File: config.mk
export PLATFORM = sky130hd
export DESIGN_NAME = decode_stage
export DESIGN_NICKNAME = d
export VERILOG_FILES = /design/src/rtl/decode_stage.sv
export SDC_FILE = /design/constraint.sdc
export NUM_CORES = 1
export LEC_CHECK = 0
export ABC_AREA = 1
export CORE_ASPECT_RATIO = 0.75
export CORE_MARGIN = 2
export CORE_UTILIZATION = 50
export DETAILED_ROUTE_END_ITERATION = 10
export GPL_TIMING_DRIVEN = 0
export PLACE_DENSITY = 0.9
export SETUP_SLACK_MARGIN = 0.15
export SLEW_MARGIN = 20
export SYNTH_ARGS = -nofsm -noshare
export SYNTH_HDL_FRONTEND = slang
export SYNTH_SLANG_ARGS = --single-unit
File: constraint.sdc
create_clock -name clk -period 2.9 [get_ports clk]
set_input_delay 0.435 -clock clk [delete_from_list [all_inputs] [get_ports clk]]
set_output_delay 0.435 -clock clk [all_outputs]
set_load 0.005 [all_outputs]
File: src/rtl/decode_stage.sv
// Registered decode stage for the 16-bit ISA with valid/ready handshake and a per-register write scoreboard.
// Optional feature: define DECODE_ILLEGAL_EN to flag class 11 as illegal and lock the input side until reset.
module decode_stage #(
  parameter int unsigned XLEN  = 16,
  parameter int unsigned NREG  = 8,
  parameter int unsigned CNT_W = 2
) (
  input  logic            clk,
  input  logic            rst_n,
  input  logic            in_valid,
  output logic            in_ready,
  input  logic [15:0]     in_instr,
  output logic            out_valid,
  input  logic            out_ready,
  output logic [3:0]      alu_ctrl,
  output logic [2:0]      reg_dst,
  output logic [2:0]      reg_rs1,
  output logic [2:0]      reg_rs2,
  output logic [XLEN-1:0] imm_se,
  output logic            reg_write,
  output logic            alu_src_imm,
  output logic            mem_read,
  output logic            mem_write,
  output logic            reg_write_back_sel,
  output logic [2:0]      comparator_ctrl,
  input  logic            wb_valid,
  input  logic [2:0]      wb_rd
`ifdef DECODE_ILLEGAL_EN
  ,
  output logic            illegal_instr
`endif
);

  localparam int unsigned REG_W  = 3;
  localparam int unsigned OFF_W  = 7;
  localparam int unsigned SEXT_W = XLEN - OFF_W;
  localparam logic [CNT_W-1:0] CNT_MAX = '1;

  typedef struct packed {
    logic [3:0]      alu_ctrl;
    logic [2:0]      rd;
    logic [2:0]      rs1;
    logic [2:0]      rs2;
    logic [XLEN-1:0] imm;
    logic            reg_write;
    logic            alu_src_imm;
    logic            mem_read;
    logic            mem_write;
    logic            wb_sel;
    logic [2:0]      cmp;
  } bundle_t;

  bundle_t          dcd;
  bundle_t          bundle_q;
  logic             use_rs1;
  logic             use_rs2;
  logic             use_rd;
  logic             hazard;
  logic             accept;
  logic [CNT_W-1:0] cnt [NREG];
  logic [NREG-1:0]  cnt_inc;
  logic [NREG-1:0]  cnt_dec;

`ifdef DECODE_ILLEGAL_EN
  logic dcd_illegal;
  logic illegal_q;
  logic illegal_seen;
`endif

  // Field decode of the presented instruction plus which registers it reads
  always_comb begin
    dcd     = '0;
    use_rs1 = 1'b0;
    use_rs2 = 1'b0;
    use_rd  = 1'b0;
`ifdef DECODE_ILLEGAL_EN
    dcd_illegal = 1'b0;
`endif
    case (in_instr[15:14])
      2'b00: begin
        dcd.rd          = in_instr[12:10];
        dcd.rs1         = in_instr[9:7];
        dcd.imm         = {{SEXT_W{in_instr[6]}}, in_instr[6:0]};
        dcd.alu_src_imm = 1'b1;
        use_rs1         = 1'b1;
        if (in_instr[13]) begin
          dcd.mem_write = 1'b1;
          dcd.rs2       = in_instr[12:10];
          use_rd        = 1'b1;
        end else begin
          dcd.mem_read  = 1'b1;
          dcd.reg_write = 1'b1;
          dcd.wb_sel    = 1'b1;
        end
      end
      2'b01: begin
        dcd.alu_ctrl  = in_instr[13:10];
        dcd.rd        = in_instr[8:6];
        dcd.rs1       = in_instr[5:3];
        dcd.rs2       = in_instr[2:0];
        dcd.reg_write = 1'b1;
        use_rs1       = 1'b1;
        use_rs2       = 1'b1;
      end
      2'b10: begin
        case (in_instr[13:11])
          3'b111: ;
          3'b110: begin
            dcd.rd  = in_instr[4:2];
            dcd.cmp = in_instr[13:11];
            use_rd  = 1'b1;
          end
          default: begin
            dcd.rs1 = in_instr[10:8];
            dcd.rs2 = in_instr[7:5];
            dcd.rd  = in_instr[4:2];
            dcd.cmp = in_instr[13:11];
            use_rs1 = 1'b1;
            use_rs2 = 1'b1;
            use_rd  = 1'b1;
          end
        endcase
      end
      default: begin
`ifdef DECODE_ILLEGAL_EN
        dcd_illegal = 1'b1;
`endif
      end
    endcase
  end

  // Stall on pending writes to any source, or when the destination counter is saturated
  always_comb begin
    hazard = (use_rs1 && (cnt[dcd.rs1] != '0))
          || (use_rs2 && (cnt[dcd.rs2] != '0))
          || (use_rd  && (cnt[dcd.rd]  != '0))
          || (dcd.reg_write && (cnt[dcd.rd] == CNT_MAX));
    in_ready = !hazard && (!out_valid || out_ready);
`ifdef DECODE_ILLEGAL_EN
    in_ready = in_ready && !illegal_seen;
`endif
  end

  assign accept = in_valid && in_ready;

  always_comb begin
    cnt_inc = '0;
    cnt_dec = '0;
    for (int unsigned r = 0; r < NREG; r++) begin
      cnt_inc[r] = accept && dcd.reg_write && (dcd.rd == REG_W'(r));
      cnt_dec[r] = wb_valid && (wb_rd == REG_W'(r)) && (cnt[r] != '0);
    end
  end

  // Scoreboard counters; a simultaneous issue and retire on one register cancel out
  always_ff @(posedge clk or negedge rst_n) begin
    if (!rst_n) begin
      for (int unsigned r = 0; r < NREG; r++) cnt[r] <= '0;
    end else begin
      for (int unsigned r = 0; r < NREG; r++) begin
        if (cnt_inc[r] && !cnt_dec[r]) begin
          cnt[r] <= cnt[r] + CNT_W'(1);
        end else if (cnt_dec[r] && !cnt_inc[r]) begin
          cnt[r] <= cnt[r] - CNT_W'(1);
        end
      end
    end
  end

  // One-entry output register
  always_ff @(posedge clk or negedge rst_n) begin
    if (!rst_n) begin
      out_valid <= 1'b0;
      bundle_q  <= '0;
    end else if (accept) begin
      out_valid <= 1'b1;
      bundle_q  <= dcd;
    end else if (out_ready) begin
      out_valid <= 1'b0;
    end
  end

`ifdef DECODE_ILLEGAL_EN
  always_ff @(posedge clk or negedge rst_n) begin
    if (!rst_n) begin
      illegal_q    <= 1'b0;
      illegal_seen <= 1'b0;
    end else if (accept) begin
      illegal_q    <= dcd_illegal;
      illegal_seen <= illegal_seen || dcd_illegal;
    end
  end

  assign illegal_instr = illegal_q;
`endif

  assign alu_ctrl           = bundle_q.alu_ctrl;
  assign reg_dst            = bundle_q.rd;
  assign reg_rs1            = bundle_q.rs1;
  assign reg_rs2            = bundle_q.rs2;
  assign imm_se             = bundle_q.imm;
  assign reg_write          = bundle_q.reg_write;
  assign alu_src_imm        = bundle_q.alu_src_imm;
  assign mem_read           = bundle_q.mem_read;
  assign mem_write          = bundle_q.mem_write;
  assign reg_write_back_sel = bundle_q.wb_sel;
  assign comparator_ctrl    = bundle_q.cmp;

endmodule
==> metrics.yaml, run 1 <==
status:
  violations: "setup timing"
  outcome: "finished, violations left"
detailed_routing:
  drtIter0Drc: 475
  routed_wirelength_um: 9960
  dr_total_vias: 3318
  vias_per_cell: 5.58
  ant_nets: 0
  dr.pass1.iters: 5
  wl_per_cell_um: 16.7
  drc: 0
synth:
  yosysSeqAreaShare_pct: 34.8
  synth_area_um2: 3170
  synthTopCellsByArea: "dfrtp_1 35%, nand2_1 16%, o21ai_2 7.7%, nand3_1 6.2%, inv_1 5.2%"
  postSynthAreaPerCell_um2: 7.69
  synthesis.instances: 412
  synth_top_area_share_pct: 34.8
  ys_seq_elements: 44
  ys.flop_type: "dfrtp_1"
  syn_nets: 448
  async_flop_share_pct: 100
  yosys.area.top_type: "dfrtp_1"
  ys_warn_count: 0
  synth_cell_type_count: 30
  synth_edf_count: 0
grt:
  grt_overflow: 0
  grt_pass1_wl_um: 15200
  grt_max_degree: 31
  grt_pass1_vias: 3038
  antenna_found_initial: 0
  grt_usage_pct: 28.4
power_and_ir_drop:
  power.leakage_uw: 0.00220
  ir_worst_vdd_uv: 354
  cellPowerDensity_nw_per_um2: 687
critical_path:
  critical_path_class: "input pin to register"
  r2r_slack_ps: 230
  start_kind: "input pin"
  rr_worst_depth: 16
  path_max_fanout: 7
  crit_arrival_ps: 3190
  end_kind: "register"
  required_ps: 3130
  r2r_start: "cnt[2]"
  timing.rr.end: "cnt[9]"
timing:
  finClkSkew_ps: 5.51
  min_period_over_period_pct: 102
  setup_viol: 4
  setup_ws_ps: -51.4
  timing.fmax_mhz: 339
  worst_pin_slew_ps: 390
  fin_crit_ps: 2950
  relSlewSlack_pct: 74.0
  rsz0062_at_grt: "true"
  slew_violations: 0
  hold_violations: 0
final_layout:
  utilization_pct: 73.5
  layout-drive-gt1-share_pct: 32.7
  antennaDiodeCount: 0
  fin_area_um2: 4580
  nets: 549
  most-common-layout-cells: "123 x nand2_1, 47 x clkdlybuf4s50_1, 44 x dfrtp_1, 37 x inv_1, 36 x buf_4"
  n_fill_cell: 435
  area_growth_pct: 44.6
  final_common_cell: "nand2_1"
clock_tree:
  cts_sinks: 44
  cts_buffer_depth: 2
  clkTransAtPathRegs_ps: 90
  cts_root_buf: "clkbuf_8"
  htree_num_levels: 2
  cts_buffers: 5
  clock_latency_ps: 310
  cts_tree: "yes"
placement:
  port-buffer-count: 62
  placed_area_um2: 3930
  dp_hpwl_um: 6590
  gp_congestion: 0.970
floorplan:
  rows: 25
  die_area_um2: 6990
  die_y_um: 72.9
  start_util_pct: 50.9
  core_um2: 6220
  die_w_um: 95.9
  io_pins: 63
min_path:
  hold_path_class: "input pin to async pin"
run:
  drv_cap: 0
## what timing repair did
| item | CTS | global route |
|---|---|---|
| hold endpoints to repair | 0 | 0 |
| buffers inserted | 20 | 11 |
| hold buffers | 0 | 0 |
| gates resized for setup | 65 | 44 |
| pin swaps | 21 | 31 |
| setup endpoints to repair | 45 | 16 |
| gates cloned | 0 | 0 |
## state kept, by name, summed over array words and instances (netlist names), 3 cells and up
register,cells
alu_ctrl,4
reg_rs1,3
reg_rs2,3
cnt,16
comparator_ctrl,3
imm_se,7
reg_dst,3
## how the worst max path moves through the flow
stage	start	to	slack (ps)	depth (start not counted)
after floorplan	in_instr[15]	cnt[5]	50	21
after global placement	in_instr[14]	cnt[1]	-870	22
after detailed placement	in_instr[14]	cnt[1]	-950	22
after CTS	in_instr[14]	cnt[1]	150	24
after global routing	in_instr[15]	cnt[9]	-180	24
final	in_instr[15]	cnt[9]	-50	23
## critical path, cell delays in order
cell and delay, ps:
buf_12 90, inv_6 40, ha_4 180, buf_6 130, nand2_2 70, nand2_2 60, inv_2 80, nand2_4 90
nand2_2 80, nand2_1 60, nand3b_1 190, a21oi_2 180, nor2_2 60, nor2_1 120, nand2_2 70, nor2_4 160
nand2_4 80, buf_12 150, nor3_4 240, ha_4 250, a21oi_2 100, o21ai_1 90, xnor2_1 180
## routing by layer
metal	track usage, %	vias to the layer above	wire (um)
met2	45.1	233	4630
met1	39.7	1520	4080
li1	-	1519	-
met5	0	-	0
met3	3.93	46	889
met4	10.5	0	353
## where the power goes
part	internal [uW]	leakage, uW	switching [uW]
Clock	255	0.0000541	236
Combinational	802	0.00159	790
Sequential	856	0.000561	208
Total	1910	0.00220	1230
## logic make-up (layout without fill, tap and decap cells)
kind of cell / count (synthesis) / count (layout) / synth area share [%]
AOI/OAI and AO/OA: 59 / 59 / 13.3
xor gates and xnor gates: 16 / 16 / 4.42
adders and majority gates: 12 / 12 / 4.74
buffers and inverters: 68 / 170 / 11.5
DFF: 44 / 44 / 34.8
and+or+nand+nor: 213 / 213 / 31.3
## per-stage QoR
| step | total power [uW] | TNS, ps | worst slack, ps | hold WS (ps) | instances |
|---|---|---|---|---|---|
| 2_1_floorplan | 1830 | 0 | 50.3 | 139 | 412 |
| 3_3_place_gp | 2380 | -16150 | -872 | 460 | 555 |
| 3_5_place_dp | 2440 | -19420 | -948 | 381 | 556 |
| 4_1_cts | 2990 | 0 | 149 | 51.5 | 584 |
| 5_1_grt | 3340 | -633 | -180 | 63.3 | 595 |
| 6_report | 3150 | -118 | -51.4 | 36.2 | 595 |
## cell usage after synthesis, types with 8 or more instances
| cell type | count |
|---|---|
| xnor2_1 | 10 |
| inv_1 | 44 |
| buf_6 | 8 |
| nand2_2 | 12 |
| nand2_1 | 133 |
| o21ai_2 | 28 |
| dfrtp_1 | 44 |
| o21ai_0 | 12 |
| ha_1 | 12 |
| nor2_1 | 11 |
| a21oi_1 | 11 |
| buf_4 | 10 |
| nand3_1 | 39 |
## layout make-up
| type | instances | area, um2 | share of cell area [%] |
|---|---|---|---|
| clock inverters | 3 | 42.5 | 0.929 |
| inverters | 48 | 203 | 4.43 |
| well taps | 81 | 101 | 2.21 |
| plain buffers | 20 | 196 | 4.29 |
| flip-flops and latches | 44 | 1100 | 24.1 |
| clock buffers | 5 | 68.8 | 1.50 |
| multi-input cells | 300 | 1990 | 43.4 |
| repair buffers | 94 | 877 | 19.2 |
No activity file was read; power rests on OpenSTA's default activity.
==> run 2, diff against run 1 <==
--- a/config.mk
+++ b/config.mk
@@ -11,6 +11,7 @@
 export CORE_UTILIZATION = 50
 export DETAILED_ROUTE_END_ITERATION = 10
 export GPL_TIMING_DRIVEN = 0
+export HOLD_SLACK_MARGIN = 0.1
 export PLACE_DENSITY = 0.9
 export SETUP_SLACK_MARGIN = 0.15
 export SLEW_MARGIN = 20
==> metrics.yaml, run 2 (synthesized netlist as in run 1, its figures left out) <==
floorplan:
  rows: 25  # unchanged
  die_area_um2: 6990  # unchanged
  die_w_um: 95.9  # unchanged
  die_y_um: 72.9  # unchanged
  io_pins: 63  # unchanged
  start_util_pct: 50.9  # unchanged
  core_um2: 6220  # unchanged
clock_tree:
  clkTransAtPathRegs_ps: 90  # about the same
  cts_buffers: 5  # unchanged
  cts_buffer_depth: 2  # unchanged
  cts_root_buf: "clkbuf_8"
  clock_latency_ps: 320  # about the same
  cts_tree: "yes"
  cts_sinks: 44  # unchanged
  htree_num_levels: 2  # unchanged
final_layout:
  utilization_pct: 73.7  # +0.16 points
  antennaDiodeCount: 0  # unchanged
  multiInputGateArea_um2: 1990  # unchanged
  top_register: "cnt"
  final_common_cell: "nand2_1"
  seq_area_um2: 1100  # unchanged
  nets: 550  # +0.18%
  n_fill_cell: 434  # -0.23%
  fin_area_um2: 4590  # +0.22%
  area_growth_pct: 44.9
  most-common-layout-cells: "123 x nand2_1, 47 x clkdlybuf4s50_1, 44 x dfrtp_1, 37 x inv_1, 36 x buf_4"
  largest_register_ffs: 16  # unchanged
  layout-drive-gt1-share_pct: 32.6  # -0.063 points
critical_path:
  path_max_fanout: 7  # unchanged
  r2r_slack_ps: 210  # -20 ps
  end_kind: "register"
  timing.rr.end: "cnt[9]"
  start_kind: "input pin"
  crit_arrival_ps: 3180  # about the same
  rr_worst_depth: 16  # unchanged
  critPathMostFrequentCell: "nand2_2"
  required_ps: 3140  # about the same
  timing.critical_path.cells: "buf_12 -> inv_6 -> ha_4 -> buf_6 -> nand2_2 -> nand2_2 -> inv_2 -> nand2_4 -> nand2_2 -> nand2_1 -> nand3b_1 -> a21oi_2 -> nor2_2 -> nor2_1 -> nand2_2 -> nor2_4 -> nand2_4 -> buf_12 -> nor3_4 -> ha_4 -> a21oi_2 -> o21ai_1 -> xnor2_1"
  cp_slowest_stage_delay_ps: 250  # about the same
  r2r_start: "cnt[2]"
  critical_path_class: "input pin to register"
  slowest_stage: "ha_4"
placement:
  port-buffer-count: 62  # unchanged
  gp_congestion: 0.970  # unchanged
  placed_area_um2: 3930  # unchanged
  dp_hpwl_um: 6590  # unchanged
detailed_routing:
  ant_nets: 0  # unchanged
  wl_met3_um: 853  # -4.0%
  vias_per_cell: 5.52  # -1.1%
  dr_total_vias: 3288  # -0.90%
  wl_met2_um: 4620  # -0.37%
  drc: 0  # unchanged
  dr.pass1.iters: 5  # unchanged
  wl_met1_um: 4130  # +1.1%
  highest_layer: "met4"
  drtIter0Drc: 493  # +3.8%
  wl_per_cell_um: 16.6  # -0.53%
  routed_wirelength_um: 9920  # -0.36%
timing:
  setup_ws_ps: -43.2  # +8.18 ps
  hold-worst-slack_ps: 447  # +411 ps
  setup_viol: 3  # -1
  worst_pin_slew_ps: 389  # -1.51 ps
  slew_violations: 0  # unchanged
  min_period_over_period_pct: 101  # -0.28 points
  timing.fmax_mhz: 340  # +0.28%
  finClkSkew_ps: 6.63  # +1.12 ps
  relSlewSlack_pct: 74.1  # +0.10 points
  hold_violations: 0  # unchanged
  fin_crit_ps: 2940  # -8.18 ps
  rsz0062_at_grt: "true"
grt:
  antenna_found_initial: 0  # unchanged
  grt_pass1_vias: 3041  # +0.099%
  grt_usage_pct: 28.4  # about the same
  grt_pass1_wl_um: 15200  # about the same
  grt_overflow: 0  # unchanged
  grt_max_degree: 31  # unchanged
run:
  drv_cap: 0  # unchanged
min_path:
  hp-start: "in_instr[11]"
  worst_hold_path.num_cells: 3
  worstHoldEndpoint: "alu_ctrl[1]"
  hold_path_class: "input pin to register"
power_and_ir_drop:
  p_total_uw: 3150  # about the same
  cellPowerDensity_nw_per_um2: 686  # -0.24%
  power.leakage_uw: 0.00220  # +0.19%
  ir_worst_vdd_uv: 353  # -0.44%
status:
  outcome: "finished, violations left"
  violations: "setup timing"
-- run 2: cell count changes in the layout (fill, tap and decap cells not counted), sizes merged --
cell,delta
dlygate4sd3,+1
-- run 2: report_power, final --
part	switching, uW	leakage (uW)	internal [uW]
combinational	788	0.00159	803
clock	240	0.0000541	255
sequential	205	0.000561	856
total	1230	0.00220	1910
-- run 2: final cells by class --
cell class	count	share of cell area, %
tap	81	2.21
inverter	48	4.42
clock buffer	5	1.50
multi-input combinational	300	43.3
clock inverter	3	0.927
buffer	20	4.28
timing repair buffer	95	19.3
sequential	44	24.0
-- run 2: worst max-delay path, delay by kind of cell --
kind / cells / cell delay, ps
fa+ha+maj: 2 / 420
buf+inv: 5 / 490
simple gates: 12 / 1260
xor+xnor: 1 / 180
compound gates: 3 / 380
-- run 2: per-stage QoR --
step                worst slack, ps  instances  setup TNS, ps
global route                   -180        596           -633
CTS                             149        585              0
finish                        -43.2        596          -82.4
detailed placement             -948        556         -19420
global placement               -872        555         -16150
floorplan                      50.3        412              0
-- run 2: metal layers --
layer	vias up	track usage (%)
met5	-	0
li1	1520	-
met2	215	45.1
met1	1509	39.8
met4	0	10.5
met3	44	3.93
-- run 2: worst max-delay path by stage --
| stage | from | endpoint | slack (ps) | cells past startpoint |
|---|---|---|---|---|
| global placement | in_instr[14] | cnt[1] | -870 | 22 |
| CTS | in_instr[14] | cnt[1] | 150 | 24 |
| global route | in_instr[15] | cnt[9] | -180 | 24 |
| detailed placement | in_instr[14] | cnt[1] | -950 | 22 |
| finish | in_instr[15] | cnt[9] | -40 | 23 |
| floorplan | in_instr[15] | cnt[5] | 50 | 21 |
-- run 2: timing repair --
item,CTS,global route
pin swaps,21,31
setup endpoints to repair,45,16
endpoints found under the hold margin,14,0
setup buffers,20,11
hold buffers,1,0
gates resized for setup,65,44
==> run 3, diff against run 2 <==
--- a/config.mk
+++ b/config.mk
@@ -6,13 +6,14 @@
 export NUM_CORES = 1
 export LEC_CHECK = 0
 export ABC_AREA = 1
+export CAP_MARGIN = 20
 export CORE_ASPECT_RATIO = 0.75
 export CORE_MARGIN = 2
-export CORE_UTILIZATION = 50
+export CORE_UTILIZATION = 52
 export DETAILED_ROUTE_END_ITERATION = 10
 export GPL_TIMING_DRIVEN = 0
 export HOLD_SLACK_MARGIN = 0.1
-export PLACE_DENSITY = 0.9
+export PLACE_DENSITY = 0.92
 export SETUP_SLACK_MARGIN = 0.15
 export SLEW_MARGIN = 20
 export SYNTH_ARGS = -nofsm -noshare
==> metrics.yaml, run 3 (synthesized netlist as in run 1, its figures left out) <==
timing:
  setup_viol: 7  # +4
  relSlewSlack_pct: 65.6  # -8.5 points
  slew_violations: 0  # unchanged
  hold-worst-slack_ps: 96.1  # -351 ps
  rsz0062_at_grt: "true"
  fin_crit_ps: 2960  # +16.2 ps
  hold_violations: 0  # unchanged
  worst_pin_slew_ps: 516  # +128 ps
  finClkSkew_ps: 5.04  # -1.59 ps
  setup_ws_ps: -59.4  # -16.2 ps
  timing.fmax_mhz: 338  # -0.55%
  min_period_over_period_pct: 102  # +0.56 points
power_and_ir_drop:
  p_total_uw: 3270  # +3.9%
  cellPowerDensity_nw_per_um2: 689  # +0.48%
  power.leakage_uw: 0.00226  # +2.4%
  ir_worst_vdd_uv: 330  # -6.5%
critical_path:
  critPathMostFrequentCell: "nand2_2"
  required_ps: 3090  # -50 ps
  crit_family: "simple AND/OR/NAND/NOR gates"
  crit_buf_inv: 5  # unchanged
  path_max_fanout: 7  # unchanged
  end_kind: "register"
  slowest_stage: "a21oi_1"
  critical_path_class: "input pin to register"
  start_kind: "input pin"
  timing.critical_path.cells: "buf_12 -> inv_8 -> ha_4 -> buf_6 -> nand2_2 -> nand2_2 -> inv_2 -> nand2_4 -> a21oi_1 -> nand3_2 -> a21oi_2 -> nor2_2 -> nor2_2 -> nand2_2 -> nor2_4 -> nand2_4 -> buf_12 -> nor3_4 -> ha_4 -> a21oi_2 -> o21ai_1 -> xor2_1"
  crit_arrival_ps: 3150  # -30 ps
  cp_slowest_stage_delay_ps: 250  # about the same
final_layout:
  largest_register_ffs: 16  # unchanged
  area_growth_pct: 49.8
  utilization_pct: 81.0  # +7.3 points
  antennaDiodeCount: 0  # unchanged
  most-common-layout-cells: "109 x nand2_1, 47 x clkdlybuf4s50_1, 44 x dfrtp_1, 38 x buf_4, 36 x inv_1"
  layout-drive-gt1-share_pct: 36.4  # +3.8 points
  top_register: "cnt"
  n_fill_cell: 330  # -24%
  nets: 551  # +0.18%
  final_common_cell: "nand2_1"
grt:
  grt_pass1_wl_um: 15600  # +2.6%
  grt_usage_pct: 30.2  # +1.8 points
  grt_overflow: 0  # unchanged
  grt_max_degree: 27  # -13%
  grt_pass1_vias: 3064  # +0.76%
  antenna_found_initial: 0  # unchanged
detailed_routing:
  ant_nets: 0  # unchanged
  routed_wirelength_um: 11000  # +11%
  drc: 0  # unchanged
  dr.pass1.iters: 6  # +1
  wl_per_cell_um: 18.5  # +11%
  drtIter0Drc: 464  # -5.9%
  vias_per_cell: 5.80  # +5.1%
  dr_total_vias: 3445  # +4.8%
floorplan:
  start_util_pct: 54.1  # +3.2 points
  die_area_um2: 6740  # -3.7%
  io_pins: 63  # unchanged
  die_w_um: 94.1  # -1.9%
  core_um2: 5860  # -5.9%
  rows: 24  # -4.0%
  die_y_um: 71.6  # -1.8%
status:
  outcome: "finished, violations left"
  violations: "setup timing"
run:
  drv_cap: 0  # unchanged
placement:
  dp_hpwl_um: 6980  # +5.9%
  dp_slack_ps: -922  # +25.6 ps
  gp_congestion: 0.912  # -6.0%
  port-buffer-count: 62  # unchanged
clock_tree:
  hold_buffers: 0  # -1
  htree_num_levels: 2  # unchanged
  cts_tree: "yes"
  cts_buffers: 5  # unchanged
  cts_root_buf: "clkbuf_8"
  cts_sinks: 44  # unchanged
  cts_buffer_depth: 2  # unchanged
  clkTransAtPathRegs_ps: 90  # about the same
  clock_latency_ps: 300  # -20 ps
min_path:
  hold_path_class: "input pin to async pin"
==> run 3: repair_timing <==
action	CTS	global route
setup endpoints to repair	43	14
buffers inserted	23	10
pin swaps	23	35
resized for setup	74	65
==> run 3: routing by layer <==
metal	wire [um]	global-route usage (%)	vias up
met5	0	0	-
li1	-	-	1515
met3	1160	5.89	66
met2	5260	48.9	279
met1	4120	41.8	1585
met4	476	8.37	0
==> run 3: cell type report <==
class / instances / area, um2 / share of cell area [%]
repair buffers: 96 / 908 / 19.2
multi-input cells: 300 / 2110 / 44.5
inverters: 48 / 208 / 4.38
well taps: 78 / 97.6 / 2.06
flip-flops and latches: 44 / 1100 / 23.2
clock buffers: 6 / 82.6 / 1.74
clock inverters: 2 / 38.8 / 0.818
plain buffers: 20 / 196 / 4.14
==> run 3: metrics by stage <==
stage	area (um2)	cells	setup TNS, ps
final	4740	594	-252
after global routing	4740	594	-1160
after CTS	4410	584	0
after detailed placement	3940	553	-17540
after global placement	3910	552	-14870
after floorplan	3200	412	0
==> run 3: path summary, 6_finish.rpt <==
| kind | start | endpoint | slack [ps] | cells after the start |
|---|---|---|---|---|
| max | in_instr[14] | cnt[5] | -60 | 22 |
| min | rst_n | cnt[9] | 100 | 1 |
| max reg2reg | cnt[12] | cnt[5] | 230 | 18 |
| min reg2reg | cnt[14] | cnt[14] | 480 | 1 |
| max in group asynchronous | rst_n | reg_write | 2310 | 2 |
| min in group clk | in_instr[0] | imm_se[0] | 460 | 3 |
==> run 3: power by group <==
group / switching (uW) / leakage (uW) / total (uW) / internal [uW]
combinational: 868 / 0.00164 / 1690 / 819
clock: 229 / 0.0000614 / 511 / 282
sequential: 214 / 0.000561 / 1070 / 856
==> run 3: worst register-to-register path: cells and delay by family, from the launching register on <==
kind / cells / cell delay [ps]
XOR/XNOR: 1 / 140
flip-flops: 1 / 410
adder cells (fa/ha/maj): 1 / 250
AND/OR/NAND/NOR: 12 / 1270
AO/OA/AOI/OAI: 2 / 170
buffers and inverters: 2 / 320
